**config.mk**
```make
export PLATFORM = sky130hd
export DESIGN_NAME = ahb_apb_bridge
export DESIGN_NICKNAME = d
export VERILOG_FILES = /design/src/rtl/ahb_apb_bridge.sv
export SDC_FILE = /design/constraint.sdc
export NUM_CORES = 1
export LEC_CHECK = 0
export CAP_MARGIN = 0
export CORE_ASPECT_RATIO = 1.1
export CORE_UTILIZATION = 46
export DETAILED_ROUTE_END_ITERATION = 10
export MAX_ROUTING_LAYER = met4
export PLACE_DENSITY = 0.87
export SLEW_MARGIN = 20
export SYNTH_ARGS = -nofsm -noshare
export SYNTH_HDL_FRONTEND = slang
export SYNTH_SLANG_ARGS = --single-unit
```
**constraint.sdc**
```tcl
create_clock -name Hclk -period 4.7 [get_ports Hclk]
set_input_delay 0.705 -clock Hclk [delete_from_list [all_inputs] [get_ports Hclk]]
set_output_delay 0.705 -clock Hclk [all_outputs]
set_load 0.005 [all_outputs]
```
**src/rtl/ahb_apb_bridge.sv**
```systemverilog
// -----------------------------------------------------------------------------
// ahb_apb_bridge
//   AHB-Lite slave to APB master bridge. Each AHB NONSEQ/SEQ beat becomes one
//   APB SETUP + ACCESS transfer to one of two APB slaves (Haddr[31] selects).
//   A Moore FSM drives the APB side. `ready` (HREADYOUT) stalls the AHB master
//   while a read is in SETUP, or while a pipelined write is pending.
//
// Ports
//   Hclk, Hresetn         clock, asynchronous active-low reset
//   Haddr, Hwrite, Htrans AHB address phase (Hburst, Hsize are ignored)
//   Hwdata                AHB write data, one cycle after its address phase
//   Hrdata                AHB read data (pass-through of Prdata)
//   ready                 HREADYOUT to the AHB master
//   Paddr, Pwrite, Psel,  APB master outputs
//   Penable, Pwdata
//   Prdata                APB read data
// -----------------------------------------------------------------------------
module ahb_apb_bridge (
  input  logic        Hclk,
  input  logic        Hresetn,
  input  logic [31:0] Haddr,
  input  logic [31:0] Hwdata,
  input  logic        Hwrite,
  input  logic [2:0]  Hburst,
  input  logic [1:0]  Htrans,
  input  logic [1:0]  Hsize,
  input  logic [31:0] Prdata,
  output logic [31:0] Paddr,
  output logic        Pwrite,
  output logic [1:0]  Psel,
  output logic        Penable,
  output logic [31:0] Pwdata,
  output logic        ready,
  output logic [31:0] Hrdata
);

  typedef enum logic [2:0] {
    ST_IDLE     = 3'd0,
    ST_WWAIT    = 3'd1,
    ST_READ     = 3'd2,
    ST_WRITE    = 3'd3,
    ST_WRITEP   = 3'd4,
    ST_RENABLE  = 3'd5,
    ST_WENABLE  = 3'd6,
    ST_WENABLEP = 3'd7
  } state_t;

  state_t      PS;
  state_t      w_ns;
  logic        valid;
  logic [31:0] addr;
  logic [31:0] addr2;
  logic [31:0] addr3;
  logic        r_hwrite;
  logic [31:0] r_pwdata;
  logic        w_pend;
  logic [31:0] w_sel_addr;
  logic        w_unused;

  // Burst type, size, the BUSY/SEQ distinction and the delayed address copy
  // carry no function in this bridge.
  assign w_unused = ^{Hburst, Hsize, Htrans[0], addr2};

  assign valid  = Htrans[1];
  assign Hrdata = Prdata;
  assign Pwdata = r_pwdata;

  // Next-state logic.
  // NOTE: every signal assigned in an always_comb gets a default first, so no
  // path through the case can leave it unassigned and infer a latch.
  always_comb begin
    w_ns = PS;
    case (PS)
      ST_IDLE, ST_RENABLE, ST_WENABLE: begin
        if (valid && Hwrite)      w_ns = ST_WWAIT;
        else if (valid)           w_ns = ST_READ;
        else                      w_ns = ST_IDLE;
      end
      ST_WWAIT:    w_ns = valid ? ST_WRITEP : ST_WRITE;
      ST_READ:     w_ns = ST_RENABLE;
      ST_WRITE:    w_ns = valid ? ST_WENABLEP : ST_WENABLE;
      ST_WRITEP:   w_ns = ST_WENABLEP;
      ST_WENABLEP: begin
        if (!r_hwrite)            w_ns = ST_READ;
        else if (valid)           w_ns = ST_WRITEP;
        else                      w_ns = ST_WRITE;
      end
      default:     w_ns = ST_IDLE;
    endcase
  end

  // Moore output decode. While a pipelined write is on the bus, addr already
  // holds the next beat, so the APB address comes from addr3.
  always_comb begin
    w_pend     = (PS == ST_WRITEP) || (PS == ST_WENABLEP);
    w_sel_addr = w_pend ? addr3 : addr;
    Paddr      = w_sel_addr;
    Psel       = 2'b00;
    Penable    = 1'b0;
    Pwrite     = 1'b0;
    ready      = 1'b1;
    case (PS)
      ST_READ:     begin Psel = w_sel_addr[31] ? 2'b10 : 2'b01; ready = 1'b0; end
      ST_RENABLE:  begin Psel = w_sel_addr[31] ? 2'b10 : 2'b01; Penable = 1'b1; end
      ST_WRITE:    begin Psel = w_sel_addr[31] ? 2'b10 : 2'b01; Pwrite = 1'b1; end
      ST_WRITEP:   begin
        Psel   = w_sel_addr[31] ? 2'b10 : 2'b01;
        Pwrite = 1'b1;
        ready  = 1'b0;
      end
      ST_WENABLE, ST_WENABLEP: begin
        Psel    = w_sel_addr[31] ? 2'b10 : 2'b01;
        Penable = 1'b1;
        Pwrite  = 1'b1;
      end
      default: ;
    endcase
  end

  // NOTE: sequential state uses non-blocking assignments only, so every
  // register samples the pre-edge value of the others (addr3 <= addr relies
  // on this to capture the old address while addr loads the new one).
  always_ff @(posedge Hclk or negedge Hresetn) begin
    if (!Hresetn) begin
      PS       <= ST_IDLE;
      addr     <= '0;
      addr2    <= '0;
      addr3    <= '0;
      r_hwrite <= 1'b0;
      r_pwdata <= '0;
    end else begin
      PS    <= w_ns;
      addr2 <= addr;
      if (valid && ready) begin
        addr     <= Haddr;
        r_hwrite <= Hwrite;
      end
      // addr3 holds the write currently on APB while addr tracks the next
      // beat; WRITE -> WENABLEP also leaves addr pointing past the bus beat.
      if ((w_ns == ST_WRITEP && PS != ST_WRITEP) ||
          (PS == ST_WRITE && w_ns == ST_WENABLEP))
        addr3 <= addr;
      // Write data is captured when its data phase completes: in WWAIT for
      // the first beat, and in WENABLEP for a pipelined beat, whose Hwdata is
      // held through the WRITEP stall. Loading earlier would overwrite the
      // data of the write still in its ACCESS phase.
      if (PS == ST_WWAIT || (PS == ST_WENABLEP && r_hwrite))
        r_pwdata <= Hwdata;
    end
  end

endmodule

```
==> flow_metrics.env <==
export IMPL_hold_path_class="input pin to asynchronous set/reset pin"
export IMPL_rsz0062_at_grt="no"
export IMPL_met1_usage_pct=21.97
export IMPL_cts_num_sinks=100
export IMPL_busiest_layer="met2"
export IMPL_cp_end_kind="output pin"
export IMPL_crit_chain="nor2_1 > o21ai_4 > buf_4 > mux2_2 > clkdlybuf4s50_1"
export IMPL_post_cts_resized=0
export IMPL_clk_pin_slew_ps=90
export IMPL_cellLeakagePower_nw=2.571
export IMPL_use_met2_pct=32.14
export IMPL_critPathMaxStageDelay_ps=610
export IMPL_cpLargestDelayFamily="buffers and inverters"
export IMPL_area_growth_syn_to_layout_pct=30.03
export IMPL_ir_drop_uv=410.5
export IMPL_utilization_pct=61.58
export IMPL_critPathLaunchType="flip-flop"
export IMPL_syn_avg_cell_area_sq_um=14.96
export IMPL_critical_path_arrival_ps=2730
export IMPL_die_h_microns=107.8
export IMPL_clock_root_buffer="clkbuf_8"
export IMPL_max_freq_mhz=291.0
export IMPL_cap_violations=0
export IMPL_core_area_sq_um=9889
export IMPL_pre_cts_ws_ps=1620
export IMPL_port_buffers=136
export IMPL_grt_max_degree=64
export IMPL_via_per_inst=5.174
export IMPL_setup_viol=0
export IMPL_final_cell_area_sq_um=6090
export IMPL_clkLatencyLatePin_ps=360
export IMPL_dpl_cell_area_sq_um=5854
export IMPL_layout_drive_gt1_share_pct=35.48
export IMPL_ys_seq_area_share_pct=53.43
export IMPL_tritoncts_num_buffers=9
export IMPL_drt_iter0_markers=69
export IMPL_nNetsFinal=521
export IMPL_cp_required_ps=3990
export IMPL_wl_per_cell_microns=17.56
export IMPL_yosysWarnings=0
export IMPL_overflow=0
export IMPL_cts_tree="yes"
export IMPL_path_buf_inv=2
export IMPL_synth_seq_cells=100
export IMPL_timing_final_crit_share_pct=73.12
export IMPL_grtUsageTotal_pct=19.11
export IMPL_period_needed_ps=3437
export IMPL_h_tree_depth=3
export IMPL_wl_microns=9483
export IMPL_final_max_slew_viol_count=0
export IMPL_violations="DRC"
export IMPL_dpl_hpwl_microns=6640
export IMPL_cts_setup_buffers=0
export IMPL_status="finished with violations"
export IMPL_hold_viol_final=0
export IMPL_power_total_mw=4.574
export IMPL_drtPass1Iterations=9
export IMPL_vias=2794
export IMPL_finalSetupTns_ps=0
export IMPL_postRouteAntennaNets=0
export IMPL_die_w_microns=98.21
export IMPL_synth_top_cell_by_area="dfrtp_1"
export IMPL_grt_pass1_wl_microns=15210
export IMPL_drc_errors=9
export IMPL_ys_types=28
export IMPL_power_density_nw_per_um2=751.2
export IMPL_layout_setup_ws_ps=1263
export IMPL_grt_pass1_vias=3072
export IMPL_antennaDiodeCount=0
export IMPL_hold_buffers=0
export IMPL_synthCells=313
export IMPL_crit_fanout=27
export IMPL_antenna_found_initial=0
export IMPL_synth_top_area_share_pct=53.43
export IMPL_fin_worst_skew_ps=8.370
export IMPL_synth_cell_area_sq_um=4683
export IMPL_cts_max_path_buffers=2
export IMPL_tightest_slew_ps=788.5
export IMPL_grtUsageMet3_pct=3.896
export IMPL_synthTopCellsByArea="dfrtp_1, mux2_2, mux2_4, buf_4, buf_6"
export IMPL_dieArea_sq_um=10590
export IMPL_rows=38
export IMPL_relSlewSlack_pct=47.44
export IMPL_initial_core_util_pct=47.36
export IMPL_pin_count=207
export IMPL_routabilityCongestion=0.7027
export IMPL_synth_nets=419
export IMPL_crit_slowest_cell="dfrtp_1"
export IMPL_worstSetupPathType="flip-flop to output pin"
[per-layer routing]
layer	vias to the layer above	part of all wire [%]
met5	-	0
li1	1268	-
met1	1403	41
met2	101	52
met3	22	5.0
met4	0	2.1
[per-stage QoR]
stage	instances	hold slack, ps
floorplan	313	409.4
global placement	524	485.6
detailed placement	524	490.4
CTS	540	425.5
global route	540	467.0
finish	540	417.7
[sequential cells by signal (all words and copies together), names as in the netlist]
register  flops
r_hwrite      1
PS            3
addr         32
addr3        32
Pwdata       32
[path summary, 6_finish.rpt]
| kind | startpoint | to | slack [ps] | cells past startpoint |
|---|---|---|---|---|
| min in group Hclk | Pwdata[10] | Pwdata[10] | 510 | 1 |
| hold / removal | Hresetn | addr[15] | 420 | 1 |
| setup / recovery | PS[1] | Paddr[0] | 1260 | 5 |
| max in group asynchronous | Hresetn | r_hwrite | 3300 | 2 |
| hold reg to reg | Pwdata[10] | Pwdata[10] | 510 | 1 |
| setup reg to reg | PS[1] | addr[12] | 2370 | 4 |
[cell type report]
| cell class | instances | area (sq um) |
|---|---|---|
| Multi-Input combinational cell | 159 | 1794 |
| Timing Repair Buffer | 140 | 1389 |
| Fill cell | 797 | 3800 |
| Sequential cell | 100 | 2502 |
| Clock inverter | 5 | 83.83 |
| Clock buffer | 11 | 151.4 |
| Tap cell | 120 | 150.1 |
| Inverter | 5 | 18.77 |
[Yosys cell counts]
master       n
nor2b_1      1
o211ai_2     1
buf_4       32
a311oi_1     1
nor2_1       2
a22oi_1      1
and2_1       1
o211ai_1     2
nor3b_1      2
buf_2        9
mux2_2      96
o211a_1      1
and3_4       1
a211o_1      2
dfrtp_1    100
mux2_1       5
mux2_4      29
nand2_1      3
inv_1        5
a21boi_0     1
o21ai_0      2
buf_6        8
o21ai_2      1
xor2_1       1
o22ai_1      2
o22a_1       1
a21bo_1      2
o2bb2ai_1    1
[layout by cell type (no fill, tap or decap), types with 3 or more instances in the layout]
cell / n
nand2_1: 3
buf_4: 5
mux2_4: 29
dfrtp_1: 100
clkdlybuf4s50_1: 135
clkbuf_8: 11
inv_1: 5
mux2_1: 5
mux2_2: 96
[worst register-to-register path, delay by kind of cell, from the launching register on]
kind	cells	cell delay (ps)
AO/OA/AOI/OAI	1	610
XOR/XNOR	1	240
buffers and inverters	1	380
flip-flops	1	610
multiplexers	1	380
[logic make-up (layout without fill, tap and decap cells)]
kind of cell | after synthesis | after routing | share of synthesized area [%]
AO/OA/AOI/OAI | 18 | 18 | 3.153
XOR/XNOR | 1 | 1 | 0.1870
buffers and inverters | 54 | 161 | 8.416
flip-flops | 100 | 100 | 53.43
multiplexers | 130 | 130 | 33.58
AND/OR/NAND/NOR | 10 | 10 | 1.229
[where the power goes]
| part | switching, mW | leakage, nW | internal, mW |
|---|---|---|---|
| clock network | 0.291 | 0.112 | 0.330 |
| logic | 0.754 | 1.29 | 1.58 |
| registers | 0.305 | 1.17 | 1.31 |
(Power assumes the default switching activity.)
